$ cat config.mk
export PLATFORM = sky130hd
export DESIGN_NAME = i2c_slave_reg
export DESIGN_NICKNAME = d
export VERILOG_FILES = /design/src/rtl/i2c_slave_reg.sv
export SDC_FILE = /design/constraint.sdc
export NUM_CORES = 1
export LEC_CHECK = 0
export CAP_MARGIN = 20
export CORE_ASPECT_RATIO = 1.1
export CORE_MARGIN = 4
export CORE_UTILIZATION = 51
export DETAILED_ROUTE_END_ITERATION = 12
export HOLD_SLACK_MARGIN = 0.06
export PLACE_DENSITY = 0.87
export SYNTH_ARGS = -nofsm -noshare
export SYNTH_HDL_FRONTEND = slang
export SYNTH_SLANG_ARGS = --single-unit
export TNS_END_PERCENT = 20
$ cat constraint.sdc
create_clock -name clk -period 1.8 [get_ports clk]
set_input_delay 0.27 -clock clk [delete_from_list [all_inputs] [get_ports clk]]
set_output_delay 0.27 -clock clk [all_outputs]
set_load 0.02 [all_outputs]
$ cat src/rtl/i2c_slave_reg.sv
// I2C target that maps bus writes/reads onto a byte-wide register port.
// Filtered SCL/SDA, START/Sr/STOP detection, auto-incrementing pointer, no clock stretching.
module i2c_slave_reg #(
   parameter int unsigned CLK_FREQ_MHZ    = 100,
   parameter logic [6:0]  DEVICE_ADDR     = 7'h50,
   parameter int unsigned DATA_ADDR_BYTES = 2,
   parameter int unsigned FILTER_LEN      = 3
) (
   input  logic        clk,
   input  logic        rstn,
   input  logic        sda_i,
   output logic        sda_o,
   output logic        sda_oen,
   input  logic        scl_i,
   output logic        reg_wr_en,
   output logic [15:0] reg_waddr,
   output logic [7:0]  reg_wdata,
   output logic        reg_rd_en,
   output logic [15:0] reg_raddr,
   input  logic [7:0]  reg_rdata,
   output logic        busy,
   output logic        addr_nack
);

   if (DATA_ADDR_BYTES != 1 && DATA_ADDR_BYTES != 2) begin : g_bad_addr_bytes
      $error("i2c_slave_reg: DATA_ADDR_BYTES must be 1 or 2");
   end
   if (FILTER_LEN < 1 || FILTER_LEN > 7) begin : g_bad_filter_len
      $error("i2c_slave_reg: FILTER_LEN must be 1..7");
   end
   // SCL high time at 400 kHz is 0.6 us; sync + filter + edge detect must fit well inside it.
   if (CLK_FREQ_MHZ * 6 < (FILTER_LEN + 3) * 10) begin : g_slow_clk
      $warning("i2c_slave_reg: CLK_FREQ_MHZ too low for 400 kHz SCL with this FILTER_LEN");
   end

   localparam bit ONE_BYTE = (DATA_ADDR_BYTES == 1);

   typedef enum logic [3:0] {
      IDLE, DEV, DEV_ACK, AHI, AHI_ACK, ALO, ALO_ACK,
      WDATA, WDATA_ACK, RDATA, RACK, IGNORE
   } state_e;

   state_e          state_q, state_d;
   logic [1:0]      sync1_q, sync2_q, filt_q, filt_d, prev_q;   // [0]=SCL, [1]=SDA
   logic [1:0][2:0] fcnt_q, fcnt_d;
   logic [2:0]      bitcnt_q, bitcnt_d;
   logic            full_q, full_d;
   logic [7:0]      shift_q, shift_d, tx_q, tx_d, ahi_q, ahi_d;
   logic [15:0]     ptr_q, ptr_d;
   logic            oen_q, oen_d, busy_q, busy_d, nack_q, nack_d;
   logic            wr_en_q, wr_en_d, rd_en_q, rd_en_d, rd_pend_q;
   logic [15:0]     waddr_q, waddr_d, raddr_q, raddr_d;
   logic [7:0]      wdata_q, wdata_d;

   logic scl_rise, scl_fall, sda_rise, sda_fall, start_det, stop_det;
   logic sda_f, dev_match, rw_bit, shifting;

   function automatic logic [15:0] ptr_inc(input logic [15:0] p);
      if (ONE_BYTE) return {8'h00, p[7:0] + 8'd1};
      return p + 16'd1;
   endfunction

   always_comb begin
      filt_d = filt_q;
      for (int unsigned i = 0; i < 2; i++) begin
         fcnt_d[i] = '0;
         if (sync2_q[i] != filt_q[i]) begin
            if (32'(fcnt_q[i]) + 32'd1 >= FILTER_LEN) filt_d[i] = sync2_q[i];
            else                                      fcnt_d[i] = fcnt_q[i] + 3'd1;
         end
      end
   end

   assign scl_rise  = filt_q[0] & ~prev_q[0];
   assign scl_fall  = ~filt_q[0] & prev_q[0];
   assign sda_rise  = filt_q[1] & ~prev_q[1];
   assign sda_fall  = ~filt_q[1] & prev_q[1];
   assign start_det = sda_fall & filt_q[0];
   assign stop_det  = sda_rise & filt_q[0];
   assign sda_f     = filt_q[1];
   assign dev_match = (shift_q[7:1] == DEVICE_ADDR);
   assign rw_bit    = shift_q[0];   // address byte stays in shift_q through DEV_ACK
   assign shifting  = (state_q == DEV) || (state_q == AHI) || (state_q == ALO) || (state_q == WDATA);

   always_ff @(posedge clk or negedge rstn) begin
      if (!rstn) begin
         state_q   <= IDLE;
         sync1_q   <= '1;
         sync2_q   <= '1;
         filt_q    <= '1;
         prev_q    <= '1;
         fcnt_q    <= '0;
         bitcnt_q  <= '0;
         full_q    <= 1'b0;
         shift_q   <= '0;
         tx_q      <= '0;
         ahi_q     <= '0;
         ptr_q     <= '0;
         oen_q     <= 1'b0;
         busy_q    <= 1'b0;
         nack_q    <= 1'b0;
         wr_en_q   <= 1'b0;
         rd_en_q   <= 1'b0;
         rd_pend_q <= 1'b0;
         waddr_q   <= '0;
         raddr_q   <= '0;
         wdata_q   <= '0;
      end else begin
         state_q   <= state_d;
         sync1_q   <= {sda_i, scl_i};
         sync2_q   <= sync1_q;
         filt_q    <= filt_d;
         prev_q    <= filt_q;
         fcnt_q    <= fcnt_d;
         bitcnt_q  <= bitcnt_d;
         full_q    <= full_d;
         shift_q   <= shift_d;
         tx_q      <= tx_d;
         ahi_q     <= ahi_d;
         ptr_q     <= ptr_d;
         oen_q     <= oen_d;
         busy_q    <= busy_d;
         nack_q    <= nack_d;
         wr_en_q   <= wr_en_d;
         rd_en_q   <= rd_en_d;
         rd_pend_q <= rd_en_q;
         waddr_q   <= waddr_d;
         raddr_q   <= raddr_d;
         wdata_q   <= wdata_d;
      end
   end

   always_comb begin
      state_d = state_q;
      if (stop_det)       state_d = IDLE;
      else if (start_det) state_d = DEV;
      else begin
         case (state_q)
            DEV:       if (scl_fall && full_q) state_d = dev_match ? DEV_ACK : IGNORE;
            DEV_ACK:   if (scl_fall) state_d = rw_bit ? RDATA : (ONE_BYTE ? ALO : AHI);
            AHI:       if (scl_fall && full_q) state_d = AHI_ACK;
            AHI_ACK:   if (scl_fall) state_d = ALO;
            ALO:       if (scl_fall && full_q) state_d = ALO_ACK;
            ALO_ACK:   if (scl_fall) state_d = WDATA;
            WDATA:     if (scl_fall && full_q) state_d = WDATA_ACK;
            WDATA_ACK: if (scl_fall) state_d = WDATA;
            RDATA:     if (scl_fall && bitcnt_q == 3'd7) state_d = RACK;
            RACK: begin
               if (scl_rise && sda_f) state_d = IGNORE;
               else if (scl_fall)     state_d = RDATA;
            end
            default: ;
         endcase
      end
   end

   always_comb begin
      bitcnt_d = bitcnt_q;
      full_d   = full_q;
      shift_d  = shift_q;
      tx_d     = rd_pend_q ? reg_rdata : tx_q;
      ahi_d    = ahi_q;
      ptr_d    = ptr_q;
      oen_d    = oen_q;
      busy_d   = busy_q;
      nack_d   = 1'b0;
      wr_en_d  = 1'b0;
      waddr_d  = waddr_q;
      wdata_d  = wdata_q;
      rd_en_d  = 1'b0;
      raddr_d  = raddr_q;
      if (stop_det || start_det) begin
         oen_d    = 1'b0;
         bitcnt_d = '0;
         full_d   = 1'b0;
         if (stop_det) busy_d = 1'b0;
      end else begin
         if (scl_rise && shifting) begin
            shift_d  = {shift_q[6:0], sda_f};
            bitcnt_d = bitcnt_q + 3'd1;
            if (bitcnt_q == 3'd7) full_d = 1'b1;
         end
         case (state_q)
            DEV: if (scl_fall && full_q) begin
               full_d = 1'b0;
               if (dev_match) begin
                  oen_d  = 1'b1;
                  busy_d = 1'b1;
               end else begin
                  nack_d = 1'b1;
                  busy_d = 1'b0;
               end
            end
            DEV_ACK: begin
               if (scl_rise && rw_bit) begin
                  rd_en_d = 1'b1;
                  raddr_d = ptr_q;
               end
               if (scl_fall) begin
                  bitcnt_d = '0;
                  oen_d    = rw_bit ? ~tx_q[7] : 1'b0;
                  if (rw_bit) tx_d = {tx_q[6:0], 1'b0};
               end
            end
            AHI, ALO, WDATA: if (scl_fall && full_q) begin
               full_d = 1'b0;
               oen_d  = 1'b1;
               if (state_q == AHI) ahi_d = shift_q;
               if (state_q == WDATA) begin
                  wr_en_d = 1'b1;
                  waddr_d = ptr_q;
                  wdata_d = shift_q;
                  ptr_d   = ptr_inc(ptr_q);
               end
            end
            AHI_ACK, WDATA_ACK: if (scl_fall) begin
               oen_d    = 1'b0;
               bitcnt_d = '0;
            end
            ALO_ACK: if (scl_fall) begin
               oen_d    = 1'b0;
               bitcnt_d = '0;
               ptr_d    = ONE_BYTE ? {8'h00, shift_q} : {ahi_q, shift_q};
            end
            RDATA: if (scl_fall) begin
               if (bitcnt_q == 3'd7) begin
                  oen_d    = 1'b0;
                  bitcnt_d = '0;
               end else begin
                  oen_d    = ~tx_q[7];
                  tx_d     = {tx_q[6:0], 1'b0};
                  bitcnt_d = bitcnt_q + 3'd1;
               end
            end
            RACK: begin
               if (scl_rise) begin
                  if (sda_f) busy_d = 1'b0;
                  else begin
                     ptr_d   = ptr_inc(ptr_q);
                     rd_en_d = 1'b1;
                     raddr_d = ptr_inc(ptr_q);
                  end
               end
               if (scl_fall) begin
                  oen_d    = ~tx_q[7];
                  tx_d     = {tx_q[6:0], 1'b0};
                  bitcnt_d = '0;
               end
            end
            default: ;
         endcase
      end
   end

   always_comb begin
      sda_o     = 1'b0;
      sda_oen   = oen_q;
      reg_wr_en = wr_en_q;
      reg_waddr = waddr_q;
      reg_wdata = wdata_q;
      reg_rd_en = rd_en_q;
      reg_raddr = raddr_q;
      busy      = busy_q;
      addr_nack = nack_q;
   end

endmodule
==> flow_metrics.py <==
metrics = {
    "detailed_routing": {
        "routed_via_density": 5.75,
        "routedWlPerCell_um": 18.5,
        "finalWirelength_um": 14100,
        "vias": 4385,
        "drc": 0,
        "firstDrtPassIters": 5,
        "drtIter0Drc": 392,
        "drtAntennaViolNets": 0,
    },
    "min_path": {
        "hold_class": "in -> async",
    },
    "sta": {
        "timing.fmax_ghz": 0.516,
        "rsz0062_at_grt": "yes",
        "finalHoldViolCount": 0,
        "fin_setup_tns_ns": -0.653,
        "post-route-period-util_pct": 108,
        "post-route-min-period_ns": 1.94,
        "slew_violations": 0,
        "holdWs_ns": 0.314,
        "fin_ws_ns": -0.139,
        "finalSetupViolCount": 15,
        "fin_skew_ns": 0.0112,
    },
    "cells_and_area": {
        "drive_gt1_share_pct": 35.5,
        "final_nets": 633,
        "syn_to_final_growth_pct": 34.8,
        "insertedDiodeCount": 0,
        "final_util_pct": 70.1,
    },
    "logic_synthesis": {
        "syn_area_per_cell_um2": 10.9,
        "syn_area_um2": 5380,
        "ys.flop_type": "dfrtp_1",
        "syn_inst": 493,
        "synth_edf_count": 0,
        "synth-seq-cells": 108,
        "async_reset_ff_share_pct": 100,
        "ys_types": 71,
        "yosysWarnings": 0,
        "ys_seq_area_share_pct": 50.4,
    },
    "worst_setup_path": {
        "worstPathMaxFanout": 7,
        "arrival_ns": 2.21,
        "end_kind": "flip-flop",
        "rr_worst_depth": 6,
        "reg2reg_to": "ptr_q[5]",
        "rrSetupSlack_ns": -0.14,
        "crit_type": "reg -> reg",
        "r2r-start": "prev_q[0]",
        "required_ns": 2.07,
        "start_kind": "flip-flop",
    },
    "die": {
        "ios": 58,
        "design.die.area_um2": 12300,
        "fp.dieW_um": 106,
        "core_area_um2": 10300,
        "fp-row-count": 39,
        "die_h_um": 116,
        "start_util_pct": 52.0,
    },
    "place": {
        "pre_cts_ws_ns": -0.138,
        "portBuffers": 56,
        "hpwl_um": 9880,
        "gp_congestion": 0.892,
    },
    "status": {
        "violations": "negative setup slack",
        "outcome": "finished with violations",
    },
    "global_routing": {
        "grt_pass1_vias": 4413,
        "grt_max_degree": 38,
        "track_usage_pct": 23.2,
        "grt.overflow.total": 0,
        "grt_pass1_wl_um": 22400,
        "antenna_found_initial": 0,
    },
    "power_and_ir_drop": {
        "power_mw": 10.6,
        "ir_drop_mv": 0.745,
        "p_leak_nw": 3.21,
        "power_per_cell_area_nw_per_um2": 1460,
    },
    "clocking": {
        "htreeDepth": 3,
        "root_buffer": "clkbuf_16",
        "clk_path_buf_depth": 2,
        "cts.reportedPaths.clkPinSlew_ns": 0.07,
        "cts_buffers": 9,
        "tritoncts": "built",
        "cts.sinks": 108,
        "clk_latency_ns": 0.35,
    },
    "flow_run": {
        "max_cap_viol_count": 0,
    },
}
## logic make-up after synthesis
kind of cell / share of synthesized area (%)
AND/OR/NAND/NOR: 15.5
flip-flops: 50.4
XOR/XNOR: 2.77
buffers and inverters: 4.39
other: 0.0697
AO/OA/AOI/OAI: 12.8
multiplexers: 12.7
adder cells (fa/ha/maj): 1.39
## routing by layer
metal,vias up,part of all wire (%),GRT usage (%)
met3,35,5.7,3.40
met1,2136,43,31.3
met2,207,49,38.4
met5,-,0,0
li1,2007,-,-
met4,0,2.4,8.89
## Yosys cell counts, drive strengths merged (6+ instances only)
master	count	area (um2)
clkbuf	8	31.3
o21ai	29	145
xnor2	8	70.1
nand2	31	116
a21oi	32	171
a22oi	6	45.0
dfrtp	100	2500
and3	7	45.1
ha	6	75.1
mux2	57	642
nor3	9	56.3
xor2	9	78.8
dfstp	8	210
nand4	7	58.8
a2bb2oi	6	52.6
buf	26	186
nand3	17	108
nand2b	7	43.8
nor2	49	191
## worst max path at each step
stage           startpoint        to  depth (start not counted)
2_1_floorplan    filt_q[0]  ptr_q[0]                          6
3_3_place_gp   bitcnt_q[0]   tx_q[5]                          7
3_5_place_dp   bitcnt_q[0]   tx_q[6]                          7
4_1_cts          filt_q[0]  ptr_q[0]                          5
5_1_grt          prev_q[0]  ptr_q[5]                          6
6_report         prev_q[0]  ptr_q[5]                          6
## layout by cell type, fill, tap and decap left out, types with 4 or more instances in the layout
cell type and count:
dfrtp_1 99, buf_4 71, clkdlybuf4s50_1 55, mux2_2 50
nor2_1 45, nand2_1 30, a21oi_1 24, o21ai_0 15
nand3_1 14, buf_6 10, xor2_1 9, clkbuf_16 9
xnor2_1 8, o21ai_1 8, dfstp_2 8, mux2_4 7
a21oi_2 7, buf_12 7, nor3_1 6, nand4_1 6
a22oi_1 6, a2bb2oi_1 6, inv_1 5, and3_1 5
o22ai_1 5, o21ai_2 5, mux2i_1 4, ha_1 4
## power breakdown
group	internal, mW	switching [mW]
Sequential	2.97	0.453
Combinational	2.45	2.53
Clock	1.31	0.878
## sequential cells by signal, summed over array words and instances, names as in the netlist, 2 cells and up
| signal | flops |
|---|---|
| sync1_q | 2 |
| ahi_q | 8 |
| bitcnt_q | 3 |
| ptr_q | 16 |
| filt_q | 2 |
| prev_q | 2 |
| reg_wdata | 8 |
| fcnt_q | 6 |
| shift_q | 8 |
| sync2_q | 2 |
| reg_raddr | 16 |
| state_q | 4 |
| reg_waddr | 16 |
| tx_q | 8 |
## worst max-delay path, stage by stage, from the launching register on
cell and delay, ns:
dfstp_2 0.59, nand3b_1 0.15, o211ai_1 0.35, o221ai_4 0.24, buf_4 0.20, a21oi_1 0.15, a2bb2oi_1 0.19
## cell type report
cell class | instances | area (um2)
Inverter | 5 | 18.8
Multi-Input combinational cell | 347 | 2660
Fill cell | 750 | 3090
Tap cell | 143 | 179
Clock buffer | 12 | 256
Clock inverter | 4 | 77.6
Timing Repair Buffer | 144 | 1350
Sequential cell | 108 | 2710
## through the flow
step	instances	cell area [um2]
6_report	763	7250
5_1_grt	763	7250
3_5_place_dp	741	6600
3_3_place_gp	741	6600
2_1_floorplan	494	5400
4_1_cts	761	7060
## timing repair
item / CTS / global route
pin swaps: 4 / 14
resized for setup: 21 / 53
hold buffers: 1 / 0
setup endpoints to repair: 51 / 78
buffers inserted: 3 / 3
endpoints found under the hold margin: 74 / 0
Note: power is estimated with default switching activity, not from simulation.
==> edit 1, RTL diff (same flow settings) <==
Encoding of `state_e`: now one-hot (12 bits for 12 states).
--- a/src/rtl/i2c_slave_reg.sv
+++ b/src/rtl/i2c_slave_reg.sv
@@ -35,9 +35,9 @@
 
    localparam bit ONE_BYTE = (DATA_ADDR_BYTES == 1);
 
-   typedef enum logic [3:0] {
-      IDLE, DEV, DEV_ACK, AHI, AHI_ACK, ALO, ALO_ACK,
-      WDATA, WDATA_ACK, RDATA, RACK, IGNORE
+   typedef enum logic [11:0] {
+      IDLE = 12'b000000000001, DEV = 12'b000000000010, DEV_ACK = 12'b000000000100, AHI = 12'b000000001000, AHI_ACK = 12'b000000010000, ALO = 12'b000000100000, ALO_ACK = 12'b000001000000,
+      WDATA = 12'b000010000000, WDATA_ACK = 12'b000100000000, RDATA = 12'b001000000000, RACK = 12'b010000000000, IGNORE = 12'b100000000000
    } state_e;
 
    state_e          state_q, state_d;
Behaviour: same outputs for any inputs over 10 cycles, from zero or initial values and one cycle with rstn low; not proved beyond that.
==> edit 1 against the original RTL <==
The flow still finishes with violations (negative setup slack); area after synthesis up 11%; setup slack lost 540 ps; sequential share of layout area down 4.0 points; routed wire length grew 31%; sequential cell count is 8 higher; design area up 20%; critical path type unchanged; clock skew is 1.2 ps lower.
Power is not compared: it rests on default switching activity, and its combinational part moved more than twofold at a synthesized area within 25%.
==> edit 1: results (changes against the original RTL) <==
largest driver fanout on the critical path 5 (was 7); GRT Overall Usage 0.2745 (was 0.2320); final setup violation count 98 (was 15); list of most frequent post-synthesis cells sky130_fd_sc_hd__nand2_1 (113), sky130_fd_sc_hd__dfrtp_1 (107), sky130_fd_sc_hd__nor2_1 (48), sky130_fd_sc_hd__o21ai_1 (35), sky130_fd_sc_hd__a21oi_1 (31) (was sky130_fd_sc_hd__dfrtp_1 (100), sky130_fd_sc_hd__mux2_2 (50), sky130_fd_sc_hd__nor2_1 (46), sky130_fd_sc_hd__a21oi_1 (31), sky130_fd_sc_hd__nand2_1 (31)); worst endpoint data arrival time 2770 ps (was 2210 ps); Critical Path Slowest Stage Cell sky130_fd_sc_hd__or4_4 (was sky130_fd_sc_hd__dfstp_2); number of violations reported at the end of detailed-routing iteration 0 599 (was 392); critical register-to-register path startpoint state_q[11]$_DFFE_PN0P_ (was prev_q[0]$_DFF_PN1_); status finished, violations left (unchanged); Worst Hold Slack 267.4 ps (was 313.5 ps); cell depth of the worst flop-to-flop path 8 (was 6); setup slack after layout -675.3 ps (was -139.4 ps); Seq/Total Area, Yosys 0.4898 (was 0.5041); WL per Instance 19.25 um (was 18.54 um); clock insertion delay at the later pin of the skew report 420 ps (was 350 ps); number of buffers created by CTS 17 (was 9); H-Tree Depth 4 (was 3); setup TNS -45,470 ps (was -652.8 ps); Setup Skew 9.943 ps (was 11.16 ps); unique cell type count in the Yosys netlist 65 (was 71); Avg Cell Area, Syn 9.627 um2 (was 10.92 um2); Critical Path Max Stage Delay 500 ps (was 590 ps); violations in the final reports negative setup slack (unchanged); largest net degree at the start of global routing 39 (was 38); half-perimeter wire length of the detailed placement result 12.14 mm (was 9.881 mm); number of placed cells counting well taps 910 (was 741); global-route wire length before repair 29.28 mm (was 22.40 mm); layout filler cell count 688 (was 750); global placement routability congestion 0.9775 (was 0.8920); vias in the first global route 5,775 (was 4,413)
-- edit 1: how the worst max path moves through the flow --
| stage | from | endpoint | slack [ps] | cells after the start |
|---|---|---|---|---|
| CTS | state_q[11]$_DFFE_PN0P_ | state_q[8]$_DFFE_PN0P_ | -620 | 8 |
| finish | state_q[11]$_DFFE_PN0P_ | state_q[8]$_DFFE_PN0P_ | -680 | 8 |
| global route | state_q[2]$_DFFE_PN0P_ | ptr_q[7]$_DFFE_PN0P_ | -750 | 8 |
| detailed placement | state_q[3]$_DFFE_PN0P_ | state_q[6]$_DFFE_PN0P_ | -610 | 7 |
| floorplan | state_q[3]$_DFFE_PN0P_ | state_q[10]$_DFFE_PN0P_ | -650 | 9 |
| global placement | state_q[3]$_DFFE_PN0P_ | state_q[8]$_DFFE_PN0P_ | -490 | 7 |
-- edit 1: power groups by stage --
stage / clock network [uW] / logic, uW / registers (uW)
after floorplan: 0 / 660 / 2850
after global placement: 0 / 1310 / 2880
after detailed placement: 0 / 1330 / 2890
after CTS: 3590 / 1570 / 2850
after global routing: 3740 / 1840 / 2880
final: 3540 / 1750 / 2860
-- edit 1: logic make-up after synthesis --
| family | synth area share |
|---|---|
| buf+inv | 0.04206 |
| simple gates | 0.2343 |
| flops | 0.4898 |
| compound gates | 0.1182 |
| mux | 0.06793 |
| xor+xnor | 0.03239 |
| fa+ha+maj | 0.01472 |
| other cells | 0.0006303 |
-- edit 1: final cells by class --
cell class / instances / area share
clock buffer: 19 / 0.05078
timing repair buffer: 199 / 0.2063
tap: 150 / 0.02152
multi-input combinational: 449 / 0.3603
sequential: 116 / 0.3342
clock inverter: 13 / 0.02080
inverter: 14 / 0.006025
-- edit 1: metrics by stage --
step / setup WS [ps] / cell area [um2]
floorplan: -648.0 / 5979
global placement: -489.1 / 7521
detailed placement: -610.7 / 7521
CTS: -621.9 / 8423
global route: -745.4 / 8722
finish: -675.3 / 8722
-- edit 1: timing repair --
action                                  4_1_cts  5_1_grt
buffers inserted                             10        6
pin swaps                                    17       14
resized for setup                            41       53
hold buffers                                  1        0
endpoints found under the setup margin       99      100
cloned                                        0        1
hold endpoints to repair                     81        0
-- edit 1: metal layers --
metal	global-route usage	vias up	share of wire
li1	-	2539	-
met1	0.3477	2762	0.41
met2	0.4568	306	0.49
met3	0.05536	56	0.065
met4	0.1239	0	0.036
met5	0	-	0
-- edit 1: critical path: cells and delay by family (launching register included) --
kind / cells / cell delay, ps
multiplexers: 1 / 230
flip-flops: 1 / 420
AND/OR/NAND/NOR: 3 / 960
AO/OA/AOI/OAI: 2 / 400
buffers and inverters: 2 / 360
==> edit 2, RTL diff (same flow settings) <==
Made on the original files. Reset style: synchronous (`rstn`), changed in one clocked block.
--- a/src/rtl/i2c_slave_reg.sv
+++ b/src/rtl/i2c_slave_reg.sv
@@ -82,7 +82,7 @@
    assign rw_bit    = shift_q[0];   // address byte stays in shift_q through DEV_ACK
    assign shifting  = (state_q == DEV) || (state_q == AHI) || (state_q == ALO) || (state_q == WDATA);
 
-   always_ff @(posedge clk or negedge rstn) begin
+   always_ff @(posedge clk) begin
       if (!rstn) begin
          state_q   <= IDLE;
          sync1_q   <= '1;
Check against the original RTL: same outputs for any inputs over 10 cycles, from zero or initial values and one cycle with rstn low; that may be too few to reach the edited logic, so the function may still have changed.
==> edit 2 against the original RTL <==
The flow still finishes with violations (negative setup slack); area after synthesis shrank 2.4%; sequential cell count unchanged; highest routed layer unchanged; sequential share of layout area shrank 5.6 points; routed wire length increased by 3.1%; final cell count increased by 8.8%; setup slack gained 6.5 ps; synthesized cell count grew 24%; critical endpoint is now reg_waddr[15]$_SDFFE_PN0P_; non-clock buffer count shrank 11; design area is 5.7% lower.
Power is not compared: it rests on default switching activity, and its combinational part moved more than twofold at a synthesized area within 25%.
==> edit 2: results (changes against the original RTL) <==
Setup Skew 12.39 ps (was 11.16 ps); leading cell types by total area after synthesis sky130_fd_sc_hd__dfxtp_1 (41%), sky130_fd_sc_hd__nand2_1 (4.9%), sky130_fd_sc_hd__a21oi_1 (4.5%), sky130_fd_sc_hd__nand3_1 (4.1%), sky130_fd_sc_hd__mux2i_1 (3.8%) (was sky130_fd_sc_hd__dfrtp_1 (47%), sky130_fd_sc_hd__mux2_2 (10%), sky130_fd_sc_hd__dfstp_2 (3.9%), sky130_fd_sc_hd__nor2_1 (3.2%), sky130_fd_sc_hd__a21oi_1 (2.9%)); Met2 Wirelength 7.563 mm (was 6.911 mm); number of violations reported at the end of detailed-routing iteration 0 409 (was 392); number of buffers inserted for hold repair after clock tree synthesis 0 (was 1); family with the most delay on the worst path simple AND/OR/NAND/NOR gates (was compound AO/OA/AOI/OAI gates); global-route wire length before repair 22.70 mm (was 22.40 mm); violations in the final reports negative setup slack (unchanged); xor and xnor area share after synthesis 0.02835 (was 0.02767); endpoint of the most critical register-to-register path reg_waddr[15]$_SDFFE_PN0P_ (was ptr_q[5]$_DFFE_PN0P_); number of nets in the final layout 725 (was 633); standard cell area after detailed placement 6349 um2 (was 6601 um2); worst endpoint data arrival time 2240 ps (was 2210 ps); critical register-to-register path startpoint bitcnt_q[1]$_SDFF_PP0_ (was prev_q[0]$_DFF_PN1_); GRT Overall Usage 0.2330 (was 0.2320); proportion of layout cells with a drive suffix above 1 0.2507 (was 0.3548); cell depth of the worst flop-to-flop path 8 (was 6); top_reg_cell synth sky130_fd_sc_hd__dfxtp_1 (was sky130_fd_sc_hd__dfrtp_1); met3 wire length 702 um (was 811 um); vias in the first global route 4,685 (was 4,413); setup slack after layout -133.0 ps (was -139.4 ps); final setup violation count 36 (was 15); half-perimeter wire length of the detailed placement result 10.20 mm (was 9.881 mm); clock insertion delay at the later pin of the skew report 380 ps (was 350 ps); Critical Path Slowest Stage Cell sky130_fd_sc_hd__nor4b_4 (was sky130_fd_sc_hd__dfstp_2); post-synthesis share of cell area spent on full adders, half adders and majority gates 0.01667 (was 0.01395); clock-pin slew on the worst setup and hold paths 100 ps (was 70 ps); status finished, violations left (unchanged); share of cell area taken by muxes after synthesis 0.04026 (was 0.1267)
==> edit 2: changes by cell type in the layout (fill, tap and decap cells not counted), moves of 10 or more <==
cell                      before  now
sky130_fd_sc_hd__a21oi_1      24   46
sky130_fd_sc_hd__dfrtp_1      99    0
sky130_fd_sc_hd__dfxtp_1       0  101
sky130_fd_sc_hd__mux2_2       50    1
sky130_fd_sc_hd__mux2i_1       4   19
sky130_fd_sc_hd__nand2_1      30   68
sky130_fd_sc_hd__nand3_1      14   31
sky130_fd_sc_hd__nand3_2       2   12
==> edit 2: power groups by stage <==
stage	registers (uW)	logic (uW)	clock network, uW
floorplan	2460	84.2	0
global placement	2460	141	0
detailed placement	2460	143	0
CTS	2410	144	1500
global route	2410	163	1610
finish	2400	151	1480
==> edit 2: per-stage QoR <==
step | cells | setup WS, ps | hold slack, ps | TNS (ps) | util
floorplan | 615 | -20.87 | 371.5 | -43.88 | -
global placement | 808 | -41.45 | 400.8 | -318.9 | 0.6358
detailed placement | 808 | -103.6 | 401.5 | -868.3 | 0.6358
CTS | 823 | -29.31 | 280.3 | -65.69 | 0.6579
global route | 830 | -211.8 | 307.9 | -5474 | 0.6847
finish | 830 | -133.0 | 321.3 | -2312 | 0.6847
==> edit 2: final cells by class <==
cell class,instances,area (um2),area share
tap,120,150.1,0.02196
inverter,9,33.78,0.004941
clock inverter,5,61.31,0.008968
timing repair buffer,133,1289,0.1885
multi-input combinational,445,3002,0.4391
sequential,108,2173,0.3179
clock buffer,10,127.6,0.01867
==> edit 2: cell families after synthesis <==
kind of cell	after synthesis
and+or+nand+nor	245
buffers and inverters	63
other	1
AOI/OAI and AO/OA	151
xor gates and xnor gates	17
DFF	108
muxes	21
adders and majority gates	7
==> edit 2: repair_timing <==
item / CTS / global route
resized for setup: 12 / 60
endpoints found under the setup margin: 30 / 78
setup buffers: 1 / 3
gates cloned: 0 / 4
pin swaps: 3 / 23
==> edit 2: worst max-delay path by stage <==
stage	from	endpoint	slack [ps]	depth (start not counted)
finish	bitcnt_q[1]$_SDFF_PP0_	reg_waddr[15]$_SDFFE_PN0P_	-130	8
global route	bitcnt_q[1]$_SDFF_PP0_	reg_waddr[15]$_SDFFE_PN0P_	-210	8
CTS	bitcnt_q[0]$_SDFF_PP0_	sda_oen$_SDFFE_PP0P_	-30	8
detailed placement	bitcnt_q[0]$_SDFF_PP0_	tx_q[4]$_SDFF_PN0_	-100	8
global placement	bitcnt_q[1]$_SDFF_PP0_	tx_q[3]$_SDFF_PN0_	-40	8
floorplan	bitcnt_q[0]$_SDFF_PP0_	tx_q[0]$_SDFF_PN0_	-20	8
==> edit 2: routing by layer <==
layer | global-route usage | up-vias
met1 | 0.2838 | 2340
met2 | 0.4104 | 176
met3 | 0.04117 | 28
li1 | - | 2366
met5 | 0 | -
met4 | 0.09099 | 0
